<file path="src/rtl/nibble_serial_adder_pkg.sv">
// Shared definitions for the nibble-serial adder.
// Holds state encodings, the nibble width and the WIDTH legality check.
package nibble_serial_adder_pkg;

    localparam logic [1:0] ST_IDLE = 2'd0;
    localparam logic [1:0] ST_RUN  = 2'd1;
    localparam logic [1:0] ST_DONE = 2'd2;

    localparam int NIBBLE_W = 4;

    // A legal width is a non-zero multiple of the nibble width.
    function automatic bit width_ok(input int w);
        return (w >= NIBBLE_W) && ((w % NIBBLE_W) == 0);
    endfunction

endpackage

</file>
<file path="src/rtl/nibble_cla.sv">
// 4-bit carry-lookahead slice: s = a + b + c0, carries c3 (into bit 3) and c4.
// Ports: a[3:0], b[3:0], c0 in; s[3:0], c4, c3 out. Purely combinational.
module nibble_cla (
    input  logic [3:0] a,
    input  logic [3:0] b,
    input  logic       c0,
    output logic [3:0] s,
    output logic       c4,
    output logic       c3
);

    logic [3:0] p;
    logic [3:0] g;
    logic       c1;
    logic       c2;

    assign p = a ^ b;
    assign g = a & b;

    assign c1 = g[0] | (p[0] & c0);
    assign c2 = g[1] | (p[1] & g[0]) | (p[1] & p[0] & c0);
    assign c3 = g[2] | (p[2] & g[1]) | (p[2] & p[1] & g[0])
              | (p[2] & p[1] & p[0] & c0);
    assign c4 = g[3] | (p[3] & g[2]) | (p[3] & p[2] & g[1])
              | (p[3] & p[2] & p[1] & g[0])
              | (p[3] & p[2] & p[1] & p[0] & c0);

    assign s = p ^ {c3, c2, c1, c0};

endmodule

</file>
<file path="src/rtl/nibble_serial_adder.sv">
// Multi-cycle WIDTH-bit adder: one nibble per cycle through a single CLA slice.
// Ports: clk, rst_n, in_valid/in_ready, a, b, cin, out_valid/out_ready, sum,
// cout, busy; ovf (two's-complement overflow) when SERIAL_ADD_OVF_EN is defined.
module nibble_serial_adder
    import nibble_serial_adder_pkg::*;
#(
    parameter int WIDTH = 16
) (
    input  logic             clk,
    input  logic             rst_n,
    input  logic             in_valid,
    output logic             in_ready,
    input  logic [WIDTH-1:0] a,
    input  logic [WIDTH-1:0] b,
    input  logic             cin,
    output logic             out_valid,
    input  logic             out_ready,
    output logic [WIDTH-1:0] sum,
    output logic             cout,
`ifdef SERIAL_ADD_OVF_EN
    output logic             ovf,
`endif
    output logic             busy
);

    localparam int NIB   = WIDTH / NIBBLE_W;
    localparam int IDX_W = (NIB > 1) ? $clog2(NIB) : 1;

    if (!width_ok(WIDTH)) begin : g_width_err
        $error("nibble_serial_adder: WIDTH must be a multiple of 4, >= 4");
    end

    logic [1:0]       state;
    logic [IDX_W-1:0] idx;
    logic             carry;
    logic [WIDTH-1:0] a_q;
    logic [WIDTH-1:0] b_q;

    logic [3:0] sl_a;
    logic [3:0] sl_b;
    logic [3:0] sl_s;
    logic       sl_c4;
    logic       sl_c3;
    logic       last;

    assign sl_a = a_q[int'(idx)*NIBBLE_W +: NIBBLE_W];
    assign sl_b = b_q[int'(idx)*NIBBLE_W +: NIBBLE_W];
    assign last = (idx == IDX_W'(NIB - 1));

    nibble_cla u_cla (
        .a  (sl_a),
        .b  (sl_b),
        .c0 (carry),
        .s  (sl_s),
        .c4 (sl_c4),
        .c3 (sl_c3)
    );

    assign in_ready = (state == ST_IDLE);
    assign busy     = (state != ST_IDLE);

`ifndef SERIAL_ADD_OVF_EN
    logic c3_unused;
    assign c3_unused = sl_c3;
`endif

    always_ff @(posedge clk or negedge rst_n) begin
        if (!rst_n) begin
            state     <= ST_IDLE;
            idx       <= '0;
            carry     <= 1'b0;
            a_q       <= '0;
            b_q       <= '0;
            sum       <= '0;
            cout      <= 1'b0;
            out_valid <= 1'b0;
`ifdef SERIAL_ADD_OVF_EN
            ovf       <= 1'b0;
`endif
        end else begin
            unique case (state)
                ST_IDLE: begin
                    if (in_valid) begin
                        a_q   <= a;
                        b_q   <= b;
                        carry <= cin;
                        sum   <= '0;
                        idx   <= '0;
                        state <= ST_RUN;
                    end
                end
                ST_RUN: begin
                    sum[int'(idx)*NIBBLE_W +: NIBBLE_W] <= sl_s;
                    carry <= sl_c4;
                    idx   <= idx + 1'b1;
                    if (last) begin
                        cout      <= sl_c4;
                        out_valid <= 1'b1;
                        state     <= ST_DONE;
`ifdef SERIAL_ADD_OVF_EN
                        // Carry into the MSB vs carry out of it.
                        ovf       <= sl_c3 ^ sl_c4;
`endif
                    end
                end
                ST_DONE: begin
                    if (out_ready) begin
                        out_valid <= 1'b0;
                        state     <= ST_IDLE;
                    end
                end
                default: state <= ST_IDLE;
            endcase
        end
    end

endmodule

</file>
<file path="config.mk">
export PLATFORM = sky130hd
export DESIGN_NAME = nibble_serial_adder
export DESIGN_NICKNAME = d
export VERILOG_FILES = /design/src/rtl/nibble_serial_adder_pkg.sv /design/src/rtl/nibble_cla.sv /design/src/rtl/nibble_serial_adder.sv
export SDC_FILE = /design/constraint.sdc
export NUM_CORES = 1
export LEC_CHECK = 0
export ABC_CLOCK_PERIOD_IN_PS = 3540
export BUFFER_PORTS_ARGS = -buffer_cell sky130_fd_sc_hd__buf_4
export CORE_ASPECT_RATIO = 0.6
export CORE_UTILIZATION = 47
export DETAILED_ROUTE_END_ITERATION = 10
export PLACE_DENSITY = 0.71
export SYNTH_ARGS = -nofsm -noshare
export SYNTH_HDL_FRONTEND = slang
export SYNTH_SLANG_ARGS = --single-unit
</file>
<file path="constraint.sdc">
create_clock -name clk -period 3.54 [get_ports clk]
set_input_delay 0 -clock clk [delete_from_list [all_inputs] [get_ports clk]]
set_output_delay 0 -clock clk [all_outputs]
set_load 0.01 [all_outputs]
</file>
==> results.ini <==
[yosys]
synth_area_leaders=dfrtp_1 53%, nand2_1 17%, mux4_2 6.9%
syn_area_per_cell_sq_um=10.4
syn_nets=299
synth-xor-area-share_pct=0.671
synth_top_family_by_area=simple AND/OR/NAND/NOR gates
yosysTopAreaCell=dfrtp_1
synth-compound-area-share_pct=9.49
synth-simple-area-share_pct=22.4
ys_warn_count=0
synth_cell_types=32
synth_mux_area_share_pct=6.90
ys_seq_area_share_pct=52.7
synth_area_sq_um=2610
synth_fa_ha_area_share_pct=5.56
synthCells=251
ys_seq_elements=55
synth_top_cell_area_share_pct=52.7

[power_and_ir_drop]
ir_drop_v=0.000404
cellPowerDensity_nw_per_um2=951
p_total_w=0.00338
p_leak_nw=1.83

[final_layout]
drive_above_1_share_pct=24.5
fillerInstances=414
stdcell_area_sq_um=3550
seqCellArea_sq_um=1380
num_antenna_cells=0
area_growth_pct=36.1
nNetsFinal=390
multi_input_area_sq_um=1180

[floorplan]
start_util_pct=50.2
rows=20
die-height_um=59.7
pin_count=57
dieArea_sq_um=5870
die_w_um=98.2
coreArea_sq_um=5200

[setup_path]
cp_cell_sequence=mux4_2 -> ha_1 -> a21o_1 -> a2111oi_4 -> nor4_4 -> a22o_1
cp_top_family=compound AO/OA/AOI/OAI gates
timing.rr.start=idx[1]
arrival_ps=2730
critPathMaxStageDelay_ps=650
crit_required_ps=3740
cp_max_fo=12
start_kind=register
r2r_setup_slack_ps=1020
crit_buf_inv=0
cp_slowest_cell=dfrtp_1
worstReg2RegEnd=sum[7]
worst_setup_path_end_kind=register
critPathKind=register to register
reg2reg_depth=6

[clock_tree]
cts_tree=done
path_clk_slew_ps=100
cts_buffers=5
cts_resized=0
clk_latency_ps=310
cts_max_level=2
clock-sinks=55
hold_buffers=35
clk_root_buffer_cell=clkbuf_8
cts_setup_buffers=0
cts_buffer_depth=2

[drt]
routed_via_density=5.08
remaining_drc_errors=1
num_vias=2077
first_iter_violations=108
dr.pass1.iters=9
ant_nets=0
drt-total-wl_mm=6.10
wire_per_inst_um=14.9

[global_route]
grtUsageTotal_pct=23.4
grt_start_max_net_pins=56
antenna_found_initial=0
overflow=0
grt_pass1_wl_mm=10.1
grt_pass1_vias=2020

[flow_run]
max_cap_viol_count=0

[worst_hold_path]
hp-class=input port to register
hold_path_end=a_q[15]
hold_path_depth=4
hold_start=in_valid

[timing]
holdWs_ps=169
hold_viol=0
fin_tns_setup_ps=0
max-slew-margin-rel_pct=29.2
worst_slew_pin_slew_ps=1060
rsz0062_at_grt=false
min_period_ps=2520
finClkSkew_ps=6.15
post-route-period-util_pct=71.3
drv_slew=0
setup_viol=0
fmax_mhz=396

[placement]
placed_area_sq_um=3090
numPortBuffers=56
dp_hpwl_mm=4.08
place.gp.congestion=0.791

[outcome]
outcome=finished with violations
violations=design-rule violations

-- worst max path at each step --
| stage | start | endpoint | depth (start not counted) |
|---|---|---|---|
| 6_report | idx[1] | sum[7] | 6 |
| 5_1_grt | idx[0] | sum[7] | 6 |
| 4_1_cts | idx[1] | sum[7] | 6 |
| 3_5_place_dp | idx[0] | sum[7] | 6 |
| 3_3_place_gp | idx[1] | sum[7] | 6 |
| 2_1_floorplan | idx[0] | sum[7] | 7 |
-- per-layer routing --
layer	global-route usage, %	share of wire [%]	vias up
li1	-	-	1027
met1	34.4	50	989
met2	36.2	44	57
met3	5.15	5.2	4
met4	5.12	0.64	0
met5	0	0	-
-- state kept, by name, summed over array words and instances (netlist names) --
| name | count |
|---|---|
| b_q | 16 |
| a_q | 16 |
| idx | 2 |
| cout | 1 |
| carry | 1 |
| state | 2 |
| sum | 16 |
| out_valid | 1 |
-- final cells by class --
type                    count  area share [%]
multi-input cells         183            33.1
well taps                  66            2.32
clock inverters             2           0.986
repair buffers             93            22.1
flip-flops and latches     55            38.7
clock buffers               6            2.32
inverters                   4           0.423
-- cell families (layout without fill, tap and decap cells) --
kind of cell | count (synthesis) | count (layout)
mux | 8 | 8
compound gates | 30 | 30
simple gates | 132 | 132
xor+xnor | 2 | 2
fa+ha+maj | 11 | 11
flops | 55 | 55
buf+inv | 13 | 105
-- synthesized netlist by cell type --
master       n
nand2_1    115
clkbuf_1     1
o31ai_1      2
ha_1        10
mux4_2       8
nor4_2       1
nor2b_1      2
and4_4       1
a21o_2       1
dfrtp_1     55
buf_2        8
a22o_2       1
o21ai_0      3
fa_1         1
nor2_1       3
nand2b_1     1
inv_1        4
xnor2_1      1
a22o_1      15
nor3b_4      1
a21oi_1      4
and3b_1      1
xor2_1       1
nor4b_2      1
nor4_4       1
nor3_1       3
nand2b_4     1
a21o_1       1
o21ai_1      1
and3_2       1
a22oi_1      1
a2111oi_4    1
-- cell usage in the layout, fill, tap and decap left out, types with 2 or more instances in the layout --
cell type / count
clkbuf_8: 6
o21ai_0: 3
dlygate4sd3_1: 35
ha_1: 10
o31ai_1: 2
nor2b_1: 2
nor3_1: 3
nor2_1: 3
inv_1: 4
nand2_1: 115
dfrtp_1: 55
a22o_1: 15
mux4_2: 8
a21oi_1: 4
buf_4: 58
-- worst reg2reg max path: cells and delay by family, from the launching register on --
kind / cells / cell delay, ps
and+or+nand+nor: 1 / 110
muxes: 1 / 440
DFF: 1 / 650
AOI/OAI and AO/OA: 3 / 880
adders and majority gates: 1 / 340
-- stage by stage --
stage	util (%)	worst slack (ps)	std cells
floorplan	-	853	251
global placement	59.3	1150	366
detailed placement	59.3	1030	366
CTS	68.3	1020	409
global route	68.3	886	409
finish	68.3	1020	409
-- where the power goes --
group / switching [W] / internal, W
clock network: 0.000205 / 0.000229
registers: 0.000223 / 0.000908
logic: 0.000976 / 0.000837
total: 0.00140 / 0.00197
No activity file was read; power rests on OpenSTA's default activity.
